<file path="src/rtl/adder_subtractor_8bit_pkg.sv">
// Shared constants for the registered ripple-carry adder/subtractor.
package adder_subtractor_pkg;
   localparam int unsigned DEFAULT_WIDTH = 8;
   localparam logic        OP_ADD        = 1'b0;
   localparam logic        OP_SUB        = 1'b1;
endpackage

</file>
<file path="src/rtl/adder_subtractor_8bit_if.sv">
// Operand/result bus: the master drives operands and in_valid; the slave returns registered results.
interface adder_subtractor_8bit_if
   import adder_subtractor_pkg::*;
#(
   parameter int unsigned WIDTH = DEFAULT_WIDTH
);
   logic [WIDTH-1:0] A;
   logic [WIDTH-1:0] B;
   logic             Op;
   logic             in_valid;
   logic [WIDTH-1:0] Sum;
   logic             Cout;
   logic             Overflow;
   logic             Zero;
   logic             Negative;
   logic             out_valid;

   modport master (
      output A, B, Op, in_valid,
      input  Sum, Cout, Overflow, Zero, Negative, out_valid
   );

   modport slave (
      input  A, B, Op, in_valid,
      output Sum, Cout, Overflow, Zero, Negative, out_valid
   );
endinterface

</file>
<file path="src/rtl/adder_subtractor_8bit_full_adder.sv">
// One-bit full adder cell used as a ripple-carry stage.
module full_adder (
   input  logic a,
   input  logic b,
   input  logic cin,
   output logic s,
   output logic cout
);
   assign s    = a ^ b ^ cin;
   assign cout = (a & b) | (cin & (a ^ b));
endmodule

</file>
<file path="src/rtl/adder_subtractor_8bit.sv">
// Registered add/subtract unit: combinational ripple chain, one-cycle latency, flags held between operations.
module adder_subtractor_8bit
   import adder_subtractor_pkg::*;
#(
   parameter int unsigned WIDTH = DEFAULT_WIDTH
) (
   input logic                    clk,
   input logic                    rst,
   adder_subtractor_8bit_if.slave bus
);
   logic [WIDTH:0]   carry;
   logic [WIDTH-1:0] b_eff;
   logic [WIDTH-1:0] sum_c;

   logic [WIDTH-1:0] sum_q;
   logic             cout_q;
   logic             ovf_q;
   logic             zero_q;
   logic             neg_q;
   logic             valid_q;

   // Subtract as A + ~B + 1: Op inverts B and supplies the LSB carry-in.
   assign carry[0] = (bus.Op == OP_SUB);
   assign b_eff    = bus.B ^ {WIDTH{bus.Op}};

   for (genvar i = 0; i < WIDTH; i++) begin : g_ripple
      full_adder u_fa (
         .a    (bus.A[i]),
         .b    (b_eff[i]),
         .cin  (carry[i]),
         .s    (sum_c[i]),
         .cout (carry[i+1])
      );
   end

   always_ff @(posedge clk) begin
      if (rst) begin
         sum_q   <= '0;
         cout_q  <= 1'b0;
         ovf_q   <= 1'b0;
         zero_q  <= 1'b1;
         neg_q   <= 1'b0;
         valid_q <= 1'b0;
      end else begin
         valid_q <= bus.in_valid;
         if (bus.in_valid) begin
            sum_q  <= sum_c;
            cout_q <= carry[WIDTH];
            ovf_q  <= carry[WIDTH] ^ carry[WIDTH-1];
            zero_q <= (sum_c == '0);
            neg_q  <= sum_c[WIDTH-1];
         end
      end
   end

   assign bus.Sum       = sum_q;
   assign bus.Cout      = cout_q;
   assign bus.Overflow  = ovf_q;
   assign bus.Zero      = zero_q;
   assign bus.Negative  = neg_q;
   assign bus.out_valid = valid_q;
endmodule

</file>
<file path="src/flat_wrapper.sv">
// flat-port wrapper written by rule: the top's interface ports become plain ports
module adder_subtractor_8bit_flat import adder_subtractor_pkg::*;
#(
   parameter int unsigned WIDTH = DEFAULT_WIDTH
)
  (clk, rst, bus_A, bus_B, bus_Op, bus_in_valid, bus_Sum, bus_Cout, bus_Overflow, bus_Zero, bus_Negative, bus_out_valid);
  adder_subtractor_8bit_if #(.WIDTH(WIDTH)) bus_i ();
  input logic clk;
  input logic rst;
  input wire logic [$bits(bus_i.A)-1:0] bus_A;
  input wire logic [$bits(bus_i.B)-1:0] bus_B;
  input wire logic [$bits(bus_i.Op)-1:0] bus_Op;
  input wire logic [$bits(bus_i.in_valid)-1:0] bus_in_valid;
  output wire logic [$bits(bus_i.Sum)-1:0] bus_Sum;
  output wire logic [$bits(bus_i.Cout)-1:0] bus_Cout;
  output wire logic [$bits(bus_i.Overflow)-1:0] bus_Overflow;
  output wire logic [$bits(bus_i.Zero)-1:0] bus_Zero;
  output wire logic [$bits(bus_i.Negative)-1:0] bus_Negative;
  output wire logic [$bits(bus_i.out_valid)-1:0] bus_out_valid;
  assign bus_i.A = bus_A;
  assign bus_i.B = bus_B;
  assign bus_i.Op = bus_Op;
  assign bus_i.in_valid = bus_in_valid;
  assign bus_Sum = bus_i.Sum;
  assign bus_Cout = bus_i.Cout;
  assign bus_Overflow = bus_i.Overflow;
  assign bus_Zero = bus_i.Zero;
  assign bus_Negative = bus_i.Negative;
  assign bus_out_valid = bus_i.out_valid;
  adder_subtractor_8bit #(.WIDTH(WIDTH)) u_core (.clk(clk), .rst(rst), .bus(bus_i));
endmodule
</file>
<file path="config.mk">
export PLATFORM = sky130hd
export DESIGN_NAME = adder_subtractor_8bit_flat
export DESIGN_NICKNAME = d
export VERILOG_FILES = /design/src/rtl/adder_subtractor_8bit_pkg.sv /design/src/rtl/adder_subtractor_8bit_if.sv /design/src/rtl/adder_subtractor_8bit_full_adder.sv /design/src/rtl/adder_subtractor_8bit.sv /design/src/flat_wrapper.sv
export SDC_FILE = /design/constraint.sdc
export NUM_CORES = 1
export LEC_CHECK = 0
export BUFFER_PORTS_ARGS = -buffer_cell sky130_fd_sc_hd__buf_2
export CELL_PAD_IN_SITES_DETAIL_PLACEMENT = 1
export CELL_PAD_IN_SITES_GLOBAL_PLACEMENT = 2
export CORE_MARGIN = 5
export CORE_UTILIZATION = 26
export DETAILED_ROUTE_END_ITERATION = 8
export PLACE_DENSITY_LB_ADDON = 0.2
export SLEW_MARGIN = 5
export SYNTH_ARGS = -nofsm -noshare
export SYNTH_HDL_FRONTEND = slang
export SYNTH_SLANG_ARGS = --single-unit
</file>
<file path="constraint.sdc">
create_clock -name clk -period 5.7 [get_ports clk]
set_clock_uncertainty 0.2 [all_clocks]
set_input_delay 0.57 -clock clk [delete_from_list [all_inputs] [get_ports clk]]
set_output_delay 0.57 -clock clk [all_outputs]
set_load 0.05 [all_outputs]
</file>
; Yosys cells after proc, flatten, opt, wreduce, memory -nomap -nowiden
; Index checks and enable logic that the tools add are counted.
[totals]
register_bits = 13
inputBits = 20
word_cells = 49
[classes]
n_bitwise = 42
n_reduce_logical = 1
[ops]
columns = operator, count
row1 = XOR 1 bit, 17
row2 = bitwise AND 1 bit, 16
row3 = zero test 8 bit, 1
row4 = OR 1 bit, 8
row5 = XOR 8 bit, 1

; Depth between registers and ports, before layout
; Gate-level depths: netlist (run 1).
[logic_depth]
word_depth = 19
mapped_depth = 15
ltp_nobuf = 14

; Cells and area by module
; From an unflattened synthesis (run 1), not the netlist that was laid out.
[hier_totals]
hier_cells = 59
hier_area_um2 = 708.2
[modules_own_cells]
columns = module, instances, cells_per_inst, area_each_um2
row1 = adder_subtractor_8bit, 1, 51, 548.0
row2 = full_adder, 8, 1, 20.0

; Least setup slack after synthesis (run 1)
; Ideal clock, no wire load.
[synth_timing]
path_type = in2reg
from = input bus_Op
to = register u_core.zero_q, in the netlist u_core.bus.Zero
arrival_ns = 3.913
setup_slack_ns = 1.500
stages = 14
path_buffers = 1
path_cell_list = buf_2 > xnor2_1 > fa_1 > fa_1 > fa_1 > inv_1 > fa_1 > inv_1 > fa_1 > fa_1 > inv_1 > fa_1 > nand4b_1 > o31ai_1
[synth_via]
elab_chain_len = 18
word_cells_on_any_way = 39
classes_between = bitwise: 38 / reduce/logical: 1
[synth_lines]
columns = item, line_no
row1 = from (decl), flat_wrapper.sv:12  ; input wire logic [$bits(bus_i.Op)-1:0] bus_Op;
row2 = XOR 8 bit, adder_subtractor_8bit.sv:24  ; assign b_eff = bus.B ^ {WIDTH{bus.Op}};
row3 = XOR 1 bit, adder_subtractor_8bit_full_adder.sv:10  ; assign cout = (a & b) | (cin & (a ^ b));
row4 = bitwise AND 1 bit, adder_subtractor_8bit_full_adder.sv:10
row5 = OR 1 bit, adder_subtractor_8bit_full_adder.sv:10
row6 = bitwise AND 1 bit, adder_subtractor_8bit_full_adder.sv:10
row7 = OR 1 bit, adder_subtractor_8bit_full_adder.sv:10
row8 = bitwise AND 1 bit, adder_subtractor_8bit_full_adder.sv:10
row9 = OR 1 bit, adder_subtractor_8bit_full_adder.sv:10
row10 = [... 3 more ...], --
row11 = OR 1 bit, adder_subtractor_8bit_full_adder.sv:10
row12 = bitwise AND 1 bit, adder_subtractor_8bit_full_adder.sv:10
row13 = OR 1 bit, adder_subtractor_8bit_full_adder.sv:10
row14 = bitwise AND 1 bit, adder_subtractor_8bit_full_adder.sv:10
row15 = OR 1 bit, adder_subtractor_8bit_full_adder.sv:10
row16 = XOR 1 bit (*), adder_subtractor_8bit_full_adder.sv:9  ; assign s = a ^ b ^ cin;
row17 = via u_core.g_ripple[7].u_fa.s, adder_subtractor_8bit_full_adder.sv:6  ; output logic s,
row18 = zero test 8 bit (*), adder_subtractor_8bit.sv:50  ; zero_q <= (sum_c == '0);
row19 = to (signal assigned), adder_subtractor_8bit.sv:50
row20 = to (decl), adder_subtractor_8bit.sv:18  ; logic zero_q;
; Mark *: on every way through the listed nets, which the timed path passes. The rest lies on a longest branch.
; A chain may end at the register's enable or synchronous reset.

; Final worst setup path (run 1)
; Ends and elaborated chain as after synthesis.

==> results of run 1 <==
==> synthesized netlist by cell type, types with 2 or more instances <==
cell type / n / area (sq um)
sky130_fd_sc_hd__dfxtp_1: 12 / 240
sky130_fd_sc_hd__nor2_1: 12 / 45.0
sky130_fd_sc_hd__inv_1: 9 / 33.8
sky130_fd_sc_hd__fa_1: 7 / 140
sky130_fd_sc_hd__xnor2_1: 6 / 52.6
sky130_fd_sc_hd__a211oi_2: 5 / 62.6
sky130_fd_sc_hd__mux2i_1: 5 / 50.1
sky130_fd_sc_hd__xor2_1: 3 / 26.3
sky130_fd_sc_hd__buf_2: 2 / 10.0
sky130_fd_sc_hd__nand4b_1: 2 / 17.5
==> state kept, by name (all words and copies together) (netlist names) <==
register,count
u_core.bus.Cout,1
u_core.bus.Zero,1
u_core.bus.out_valid,1
u_core.bus.Sum,8
u_core.bus.Overflow,1
==> routing by layer <==
layer	vias up	global-route usage, %
li1	277	-
met5	-	0
met4	0	5.45
met3	2	1.78
met1	269	10.8
met2	19	14.3
==> layout make-up <==
type                       count  share of cell area (%)
inverter                       9                    3.70
timing repair buffer          32                    17.6
tap                           31                    4.25
multi-input combinational     43                    45.7
clock buffer                   3                    2.47
sequential                    12                    26.3
==> worst max-delay path, cell delays in order <==
cell and delay [ns]:
sky130_fd_sc_hd__buf_2 0.17, sky130_fd_sc_hd__xnor2_1 0.16, sky130_fd_sc_hd__fa_1 0.41, sky130_fd_sc_hd__fa_1 0.38, sky130_fd_sc_hd__fa_1 0.36, sky130_fd_sc_hd__inv_1 0.07, sky130_fd_sc_hd__fa_1 0.15, sky130_fd_sc_hd__inv_1 0.05
sky130_fd_sc_hd__fa_1 0.37, sky130_fd_sc_hd__fa_1 0.43, sky130_fd_sc_hd__inv_1 0.10, sky130_fd_sc_hd__fa_1 0.44, sky130_fd_sc_hd__nand4b_1 0.19, sky130_fd_sc_hd__o31ai_1 0.23
==> stage by stage <==
step	area [sq um]	cells	util, %
floorplan	739	69	-
CTS	912	130	33.4
detailed placement	890	127	32.5
global route	912	130	33.4
global placement	890	127	32.5
finish	912	130	33.4
==> where the power goes <==
group	internal, mW	switching, mW
sequential	0.0931	0.00443
combinational	0.0388	0.0743
clock	0.0244	0.0275
==> kinds of logic after synthesis <==
group,Yosys count
compound gates,7
xor+xnor,9
fa+ha+maj,7
buf+inv,14
flops,12
mux,5
simple gates,15
==> worst paths after layout <==
check                          from                 to  slack [ns]  cells past startpoint
hold reg to reg     u_core.bus.Zero    u_core.bus.Zero        0.27                      2
setup reg to reg  u_core.bus.Sum[2]  u_core.bus.Sum[2]        4.86                      2
setup / recovery             bus_Op    u_core.bus.Zero        1.60                     14
hold / removal      u_core.bus.Zero    u_core.bus.Zero        0.27                      2
==> reports/metrics.cfg, run 1 <==
[status]
outcome=finished clean

[timing]
setup_repair_after_global_routing_missed_its_margin=false
timing.hold.ws_ns=0.271
totalNegativeSetupSlack_ns=0
layout_worst_path_cycle_share_pct=71.9
report.final.setup_viol=0
post-route-worst-setup-slack_ns=1.60
worst_slew_margin_rel_pct=73.3
post-route-min-period_ns=4.10
drv_slew=0
worstMarginPinSlew_ns=0.401
achievable-frequency_mhz=244
hold_viol_final=0

[layout]
multi_input_area_sq_um=417
finalNetCount=128
synthToLayoutAreaGrowth_pct=23.4
layout.cells.most_common=sky130_fd_sc_hd__buf_2
final.fill_count=332
layout-drive-gt1-share_pct=41.4
most_frequent_cells_in_the_layout=sky130_fd_sc_hd__buf_2, sky130_fd_sc_hd__nor2_1, sky130_fd_sc_hd__dfxtp_1, sky130_fd_sc_hd__inv_1, sky130_fd_sc_hd__fa_1
num_antenna_cells=0
regArea_sq_um=240

[grt]
first_global_vias=654
grt_start_max_net_pins=18
grt_first_pass_wirelength_microns=2870
grt_antenna_before_repair=0
grtUsageTotal_pct=8.92
grt.overflow.total=0

[pwr]
design_power_total_mw=0.262
p_leak_nw=0.443
worst_case_vdd_ir_drop_mv=0.0949
power_per_cell_area_nw_per_um2=288

[placed_design]
dp_slack_ns=1.29
gp_congestion=0.677
detailedPlacementHpwl_microns=1420
port-buffer-count=32

[die]
initial_utilization_pct=27.0
number_of_top_level_design_ports=33
placement_rows=19
placeable_core_region_sq_um=2730
floorplan.die_area_sq_um=4010
fp.dieW_microns=63.3
fp.dieH_microns=63.3

[synth]
yosys_warnings=0
synth_edf_count=0
post_synth_fa_ha_maj_area_fraction_pct=19.0
main_combinational_cell_family_by_area_after_synthesis=adder cells
share_of_the_synthesized_area_in_compound_gates_ao_oa_aoi_oai_pct=10.2
synthXorXnorAreaFrac_pct=10.7
syn-instance-count=69
synthesis.area_per_instance_sq_um=10.7
share_of_synthesized_area_spent_on_multiplexers_pct=6.77
post_synth_instance_area_sq_um=739
number_of_flip_flops_and_latches_in_the_synthesized_netlist=12
post_synth_num_cell_types=16
postSynthNetCount=96
synth_simple_gate_area_share_pct=9.81
ys_dominant_reg_cell=sky130_fd_sc_hd__dfxtp_1
synth_async_sr_flop_share_pct=0
synth_seq_area_share_pct=32.5

[cts]
post_cts_repair_setup_buffers=0
postCtsResizedCells=0
clock_tree.buffer_depth=2
cts.sinks=12
cts.hold.buffers_added=0
clk_root_buffer_cell=sky130_fd_sc_hd__clkbuf_4
clkTransAtPathRegs_ns=0.08
cts_tree=done
source_to_sink_clock_delay_at_the_later_pin_of_the_worst_skew_pair_ns=0.26
cts_made_buffers=3
htreeDepth=1

[worst_setup_path]
crit_path_start_kind=primary input
crit_fanout=8
worst-endpoint-arrival_ns=4.08
critical_path_class=primary input to flop
worstPathRequired_ns=5.69
worst_setup_path_end_kind=flop

[detailed_routing]
route.detailed.vias_per_inst=4.36
top_routing_layer_used=met4
drt-total-wl_microns=1670
routed_wire_length_per_instance_microns=12.8
detailedRoute.firstIterationViolations=3
vias=567
detailedRoute.firstPassIterationCount=2
detailroute.wirelength.met3_microns=101
antenna_violating_nets_post_route=0
route.met2.wl_microns=809
drc=0
m1WireLength_microns=736

[flow_run]
drv_cap=0

[worst_hold_path]
hold_class=flop to flop

No activity file was read; power rests on OpenSTA's default activity.
==> run 2: changes to the inputs <==
--- a/config.mk
+++ b/config.mk
@@ -5,11 +5,12 @@
 export SDC_FILE = /design/constraint.sdc
 export NUM_CORES = 1
 export LEC_CHECK = 0
+export ABC_AREA = 1
 export BUFFER_PORTS_ARGS = -buffer_cell sky130_fd_sc_hd__buf_2
 export CELL_PAD_IN_SITES_DETAIL_PLACEMENT = 1
 export CELL_PAD_IN_SITES_GLOBAL_PLACEMENT = 2
 export CORE_MARGIN = 5
-export CORE_UTILIZATION = 26
+export CORE_UTILIZATION = 22
 export DETAILED_ROUTE_END_ITERATION = 8
 export PLACE_DENSITY_LB_ADDON = 0.2
 export SLEW_MARGIN = 5
==> constraint.sdc (replaced) <==
create_clock -name clk -period 3.5 [get_ports clk]
set_clock_uncertainty 0.2 [all_clocks]
set_input_delay 0.35 -clock clk [delete_from_list [all_inputs] [get_ports clk]]
set_output_delay 0.35 -clock clk [all_outputs]
set_load 0.05 [all_outputs]
==> run 2 against run 1 <==
  * Sequential share of layout area shrank 2.4 points
  * Global-route usage shrank 0.054 points
  * Sequential power grew 61%
  * Hold slack lost 0.18 ns
  * Setup slack lost 1.6 ns
  * Critical path depth grew 3
  * Count of clock-buffer cells in the layout grew 1
  * Synthesized cell count grew 19%
  * Largest power group unchanged
  * Highest routed layer unchanged
==> reports/metrics.cfg, run 2 <==
[synth]
synth_async_sr_flop_share_pct=0  ; unchanged
synth_seq_area_share_pct=34.0  ; +1.5 points
synthesis.area_per_instance_sq_um=8.62  ; -20%
ys_top_cells_by_area=sky130_fd_sc_hd__dfxtp_1, sky130_fd_sc_hd__fa_1, sky130_fd_sc_hd__inv_1
syn-instance-count=82  ; +19%
synthDominantAreaCellType=sky130_fd_sc_hd__dfxtp_1
synth_edf_count=0  ; unchanged
yosys_warnings=0  ; unchanged
post-synth-top-count-cell=sky130_fd_sc_hd__inv_1
ys_dominant_reg_cell=sky130_fd_sc_hd__dfxtp_1
number_of_flip_flops_and_latches_in_the_synthesized_netlist=12  ; unchanged
yosysTopAreaCellShare_pct=34.0  ; +1.5 points
synth_commonest_cells=sky130_fd_sc_hd__inv_1, sky130_fd_sc_hd__dfxtp_1, sky130_fd_sc_hd__nor2_1
postSynthNetCount=109  ; +14%
post_synth_instance_area_sq_um=707  ; -4.4%
post_synth_num_cell_types=16  ; unchanged

[cts]
htreeDepth=1  ; unchanged
post_cts_repair_setup_buffers=0  ; unchanged
clk_root_buffer_cell=sky130_fd_sc_hd__clkbuf_4
source_to_sink_clock_delay_at_the_later_pin_of_the_worst_skew_pair_ns=0.27  ; about the same
clkTransAtPathRegs_ns=0.08  ; about the same
clock_tree.buffer_depth=2  ; unchanged
cts_tree=done
cts.sinks=12  ; unchanged
cts_made_buffers=3  ; unchanged

[worst_setup_path]
critical_path_class=primary input to flop
worstPathRequired_ns=3.52  ; -2.17 ns
worst-endpoint-arrival_ns=3.50  ; -0.58 ns
worstSetupStartpoint=bus_Op
reg2reg_slack_ns=2.65  ; -2.21 ns
worst_setup_path_end_kind=flop
regToRegStartpoint=u_core.bus.Sum[2]
crit_fanout=3  ; -5
crit_path_start_kind=primary input

[die]
initial_utilization_pct=23.0  ; -4.1 points
number_of_top_level_design_ports=33  ; unchanged
placement_rows=20  ; +1
fp.dieW_microns=66.7  ; +5.3%
fp.dieH_microns=66.7  ; +5.3%
floorplan.die_area_sq_um=4450  ; +11%
placeable_core_region_sq_um=3080  ; +13%

[timing]
worstMarginPinSlew_ns=0.332  ; -0.0681 ns
post-route-worst-setup-slack_ns=0.0286  ; -1.58 ns
hold_viol_final=0  ; unchanged
timing.hold.ws_ns=0.0954  ; -0.176 ns
post-route-min-period_ns=3.47
report.final.setup_viol=0  ; unchanged
layout_worst_path_cycle_share_pct=99.2
worst_slew_margin_rel_pct=77.8  ; +4.5 points
setup_repair_after_global_routing_missed_its_margin=true
drv_slew=0  ; unchanged
achievable-frequency_mhz=288

[placed_design]
dp_slack_ns=-0.304  ; -1.59 ns
port-buffer-count=32  ; unchanged
gp_congestion=0.697  ; +3.0%
detailedPlacementHpwl_microns=1480  ; +4.3%
placed_cells=159  ; +25%
dpl-instance-area_sq_um=963  ; +8.3%

[detailed_routing]
antenna_violating_nets_post_route=0  ; unchanged
drc=0  ; unchanged
detailedRoute.firstPassIterationCount=4  ; +2
detailedRoute.firstIterationViolations=37  ; +34
drt-total-wl_microns=1750  ; +4.8%
route.detailed.vias_per_inst=3.91  ; -10%
routed_wire_length_per_instance_microns=10.7  ; -16%
vias=637  ; +12%

[layout]
num_antenna_cells=0  ; unchanged
most_frequent_cells_in_the_layout=sky130_fd_sc_hd__buf_2, sky130_fd_sc_hd__inv_1, sky130_fd_sc_hd__dfxtp_1, sky130_fd_sc_hd__nor2_1, sky130_fd_sc_hd__nand2_1
final_util_pct=32.6  ; -0.72 points
layout.cells.most_common=sky130_fd_sc_hd__buf_2
largest_register_ff_count=8  ; unchanged
finalNetCount=147  ; +15%
synthToLayoutAreaGrowth_pct=42.1
stdcell_count=163  ; +25%
layout-drive-gt1-share_pct=43.7  ; +2.3 points
final_design_area_no_fill_sq_um=1000  ; +10%

[pwr]
worst_case_vdd_ir_drop_mv=0.103  ; +8.2%
power_per_cell_area_nw_per_um2=454  ; +58%
p_leak_nw=0.512  ; +16%

[grt]
grt_start_max_net_pins=21  ; +3
first_global_vias=674  ; +3.1%
most_used_routing_layer=met2
grt.met3_usage_pct=2.53  ; +0.75 points
grtUsageMet1_pct=11.0  ; +0.17 points
gr-usage-met2_pct=13.9  ; -0.48 points
grtUsageTotal_pct=8.87  ; -0.054 points
grt_first_pass_wirelength_microns=2980  ; +3.8%
grt.overflow.total=0  ; unchanged
grt_antenna_before_repair=0  ; unchanged

[flow_run]
drv_cap=0  ; unchanged

[worst_hold_path]
min_from=rst
hold_class=primary input to flop

[status]
outcome=finished clean

## run 2: cell types whose count changed after synthesis, moves of 2 or more
cell                       delta
sky130_fd_sc_hd__nand4b_1     -2
sky130_fd_sc_hd__o21ai_0      +7
sky130_fd_sc_hd__inv_1        +5
sky130_fd_sc_hd__nor2_1       -3
sky130_fd_sc_hd__nand2_1      +8
sky130_fd_sc_hd__a211oi_2     -5
sky130_fd_sc_hd__nand3_1      +2
sky130_fd_sc_hd__buf_4        +2
sky130_fd_sc_hd__mux2i_1      -4
sky130_fd_sc_hd__a21oi_1      +6
## run 2: metrics by stage
stage	setup TNS [ns]	power [mW]
global route	-0.119	0.494
floorplan	-0.108	0.295
finish	0	0.456
detailed placement	-0.553	0.350
CTS	-0.00278	0.466
global placement	-0.422	0.347
## run 2: report_power, final
group          internal (mW)  switching [mW]
Clock                 0.0633          0.0484
Combinational         0.0679           0.120
Sequential             0.150         0.00626
## run 2: path summary, 6_finish.rpt
path	endpoint	cells past startpoint
setup / recovery	u_core.bus.Zero	17
hold / removal	u_core.bus.out_valid	2
setup reg to reg	u_core.bus.Sum[2]	2
hold reg to reg	u_core.bus.Zero	2
## run 2: routing by layer
layer | vias to the layer above | part of all wire [%]
li1 | 321 | -
met1 | 294 | 46
met2 | 20 | 48
met3 | 2 | 5.4
met4 | 0 | 0.51
met5 | - | 0
## run 2: cells by family after synthesis
family	after synthesis	synth area share (%)
AO/OA/AOI/OAI	15	11.3
XOR/XNOR	8	9.91
adder cells (fa/ha/maj)	7	19.8
buffers and inverters	18	11.3
flip-flops	12	34.0
multiplexers	1	1.42
AND/OR/NAND/NOR	21	12.2
## run 2: repair_timing
action	CTS	global route
gates cloned	0	0
pin swaps	0	0
hold buffers	0	0
resized for setup	1	1
setup endpoints to repair	1	1
## run 2: cell type report
| type | instances | area [sq um] |
|---|---|---|
| Inverter | 14 | 52.6 |
| Fill cell | 385 | 2070 |
| Timing Repair Buffer | 37 | 200 |
| Tap cell | 44 | 55.1 |
| Multi-Input combinational cell | 52 | 420 |
| Sequential cell | 12 | 240 |
| Clock buffer | 4 | 36.3 |
## run 2: worst max-delay path: stages
cell and delay, ns:
sky130_fd_sc_hd__buf_4 0.14, sky130_fd_sc_hd__xnor2_4 0.14, sky130_fd_sc_hd__fa_2 0.36, sky130_fd_sc_hd__fa_2 0.34, sky130_fd_sc_hd__fa_2 0.34, sky130_fd_sc_hd__inv_2 0.06, sky130_fd_sc_hd__fa_1 0.16, sky130_fd_sc_hd__inv_1 0.05
sky130_fd_sc_hd__fa_2 0.34, sky130_fd_sc_hd__fa_2 0.36, sky130_fd_sc_hd__inv_2 0.06, sky130_fd_sc_hd__fa_1 0.42, sky130_fd_sc_hd__inv_1 0.08, sky130_fd_sc_hd__nand2_2 0.06, sky130_fd_sc_hd__nor2_2 0.11, sky130_fd_sc_hd__nand3_1 0.07
sky130_fd_sc_hd__nand2_1 0.07
==> run 3: changes to the inputs <==
--- a/config.mk
+++ b/config.mk
@@ -9,7 +9,7 @@
 export BUFFER_PORTS_ARGS = -buffer_cell sky130_fd_sc_hd__buf_2
 export CELL_PAD_IN_SITES_DETAIL_PLACEMENT = 1
 export CELL_PAD_IN_SITES_GLOBAL_PLACEMENT = 2
-export CORE_MARGIN = 5
+export CORE_MARGIN = 2
 export CORE_UTILIZATION = 22
 export DETAILED_ROUTE_END_ITERATION = 8
 export PLACE_DENSITY_LB_ADDON = 0.2
==> run 3 against run 2 <==
  * Critical path depth stayed put
  * Fmax hardly changed
  * Wire length decreased by 3.8%
  * Clock power fell by 26%
  * Sequential power barely moved
  * Setup slack got worse by 0.0012 ns
  * Cell count is 0.61% lower
  * Flip-flop and latch count unchanged
  * First-iteration DRC count decreased by 73%
  * Largest power group unchanged
==> reports/metrics.cfg, run 3 (same netlist as run 2, synthesis figures left out) <==
[cts]
cts_made_buffers=3  ; unchanged
cts_tree=done
cts.sinks=12  ; unchanged
htreeDepth=1  ; unchanged
source_to_sink_clock_delay_at_the_later_pin_of_the_worst_skew_pair_ns=0.27  ; about the same
clkTransAtPathRegs_ns=0.07  ; about the same
clock_tree.buffer_depth=2  ; unchanged
post_cts_repair_setup_buffers=0  ; unchanged
clk_root_buffer_cell=sky130_fd_sc_hd__clkbuf_4

[detailed_routing]
detailedRoute.firstPassIterationCount=3  ; -1
vias=633  ; -0.63%
m1WireLength_microns=740  ; -7.0%
detailedRoute.firstIterationViolations=10  ; -73%
top_routing_layer_used=met3
route.met2.wl_microns=861  ; +1.8%
drc=0  ; unchanged
route.detailed.vias_per_inst=3.91  ; about the same
drt-total-wl_microns=1680  ; -3.8%
antenna_violating_nets_post_route=0  ; unchanged
routed_wire_length_per_instance_microns=10.4  ; -3.2%
detailroute.wirelength.met3_microns=80  ; -16%

[layout]
stdcell_count=162  ; -0.61%
most_frequent_cells_in_the_layout=sky130_fd_sc_hd__buf_2, sky130_fd_sc_hd__dfxtp_1, sky130_fd_sc_hd__inv_1, sky130_fd_sc_hd__nor2_1, sky130_fd_sc_hd__nand2_1
layout-drive-gt1-share_pct=43.2  ; -0.48 points
num_antenna_cells=0  ; unchanged
final.fill_count=394  ; +2.3%
synthToLayoutAreaGrowth_pct=39.8
layout.cells.most_common=sky130_fd_sc_hd__buf_2
finalNetCount=147  ; unchanged
largest_register_ff_count=8  ; unchanged

[timing]
worstMarginPinSlew_ns=0.334  ; +0.00153 ns
drv_slew=0  ; unchanged
achievable-frequency_mhz=288  ; about the same
report.final.setup_viol=0  ; unchanged
setup_repair_after_global_routing_missed_its_margin=true
worst_slew_margin_rel_pct=77.7  ; -0.10 points
layout_worst_path_cycle_share_pct=99.2  ; about the same
post-route-worst-setup-slack_ns=0.0274  ; -0.00124 ns
post-route-min-period_ns=3.47  ; +0.00124 ns
hold_viol_final=0  ; unchanged

[worst_setup_path]
worst_path_dominant_cell_family=adder cells
crit_path_start_kind=primary input
cp_num_buf_inv=5  ; unchanged
max_stage_delay_ns=0.41  ; about the same
timing.critical_path.slowest_stage_cell=sky130_fd_sc_hd__fa_1
worst-endpoint-arrival_ns=3.49  ; about the same
worst_setup_path_end_kind=flop
crit_fanout=3  ; unchanged
worstPathRequired_ns=3.52  ; about the same
timing.critical_path.mode_cell=sky130_fd_sc_hd__fa_2
crit_chain=buf_4 -> xnor2_4 -> fa_2 -> fa_2 -> fa_2 -> inv_2 -> fa_1 -> inv_2 -> fa_2 -> fa_2 -> inv_2 -> fa_1 -> inv_1 -> nand2_2 -> nor2_1 -> nand3_1 -> nand2_1
critical_path_class=primary input to flop

[die]
placement_rows=20  ; unchanged
fp.dieW_microns=60.7  ; -9.0%
fp.dieH_microns=60.7  ; -9.0%
number_of_top_level_design_ports=33  ; unchanged
initial_utilization_pct=23.2  ; +0.19 points
placeable_core_region_sq_um=3050  ; -0.81%
floorplan.die_area_sq_um=3680  ; -17%

[grt]
grt_antenna_before_repair=0  ; unchanged
grt.overflow.total=0  ; unchanged
first_global_vias=664  ; -1.5%
grt_start_max_net_pins=21  ; unchanged
grtUsageTotal_pct=11.0  ; +2.2 points
grt_first_pass_wirelength_microns=2880  ; -3.5%

[pwr]
p_leak_nw=0.504  ; -1.6%
worst_case_vdd_ir_drop_mv=0.0988  ; -3.9%
power_per_cell_area_nw_per_um2=430  ; -5.2%

[placed_design]
port-buffer-count=32  ; unchanged
gp_congestion=0.673  ; -3.5%
placed_cells=159  ; unchanged
dp_slack_ns=-0.301  ; +0.00362 ns
detailedPlacementHpwl_microns=1430  ; -3.4%

[status]
outcome=finished clean

[worst_hold_path]
hold_class=primary input to flop

[flow_run]
drv_cap=0  ; unchanged

[run 3: changes by cell type in the layout (fill, tap and decap cells not counted)]
| cell | delta |
|---|---|
| sky130_fd_sc_hd__inv_1 | -1 |
| sky130_fd_sc_hd__clkbuf_8 | -1 |
| sky130_fd_sc_hd__nor2_1 | +1 |
| sky130_fd_sc_hd__inv_2 | +1 |
| sky130_fd_sc_hd__nor2_2 | -1 |
[run 3: cell type report]
| type | instances | area (sq um) | share of cell area (%) |
|---|---|---|---|
| clock buffers | 3 | 22.5 | 2.28 |
| multi-input cells | 52 | 418 | 42.3 |
| inverters | 14 | 52.6 | 5.32 |
| flip-flops and latches | 12 | 240 | 24.3 |
| well taps | 44 | 55.1 | 5.57 |
| repair buffers | 37 | 200 | 20.3 |
[run 3: routing by layer]
| metal | vias to the layer above | GRT usage, % |
|---|---|---|
| met5 | - | 0 |
| met4 | 0 | 5.59 |
| met3 | 0 | 2.56 |
| met2 | 18 | 18.4 |
| met1 | 294 | 13.3 |
| li1 | 321 | - |
[run 3: through the flow]
stage / power, mW / hold WS, ns / setup TNS, ns / util, % / area, sq um
after CTS: 0.437 / 0.0869 / 0 / 32.4 / 988
final: 0.425 / 0.0975 / 0 / 32.4 / 988
after global routing: 0.461 / 0.0894 / -0.125 / 32.4 / 988
after global placement: 0.346 / 0.269 / -0.399 / 31.6 / 963
after floorplan: 0.295 / 0.222 / -0.108 / - / 751
after detailed placement: 0.350 / 0.277 / -0.528 / 31.6 / 963
[run 3: final timing paths]
check | slack (ns) | depth (start not counted) | from | end
worst max register to register | 2.63 | 2 | u_core.bus.Sum[2] | u_core.bus.Sum[2]
worst min register to register | 0.29 | 2 | u_core.bus.Zero | u_core.bus.Zero
worst max-delay path | 0.03 | 17 | bus_Op | u_core.bus.Zero
worst min-delay path | 0.1 | 2 | rst | u_core.bus.out_valid
[run 3: worst register-to-register path: cells and delay by family, from the launching register on]
| family | cells | cell delay (ns) |
|---|---|---|
| flops | 1 | 0.32 |
| compound gates | 2 | 0.23 |
[run 3: repair_timing]
| action | in CTS | in global routing |
|---|---|---|
| hold buffers | 0 | 0 |
| resized for setup | 1 | 1 |
| setup endpoints to repair | 1 | 1 |
| pin swaps | 0 | 0 |
[run 3: power breakdown]
group          total [mW]  leakage, nW  internal [mW]  switching (mW)
Clock              0.0829       0.0138         0.0397          0.0432
Combinational       0.185        0.390         0.0673           0.118
Sequential          0.157       0.0999          0.151         0.00684
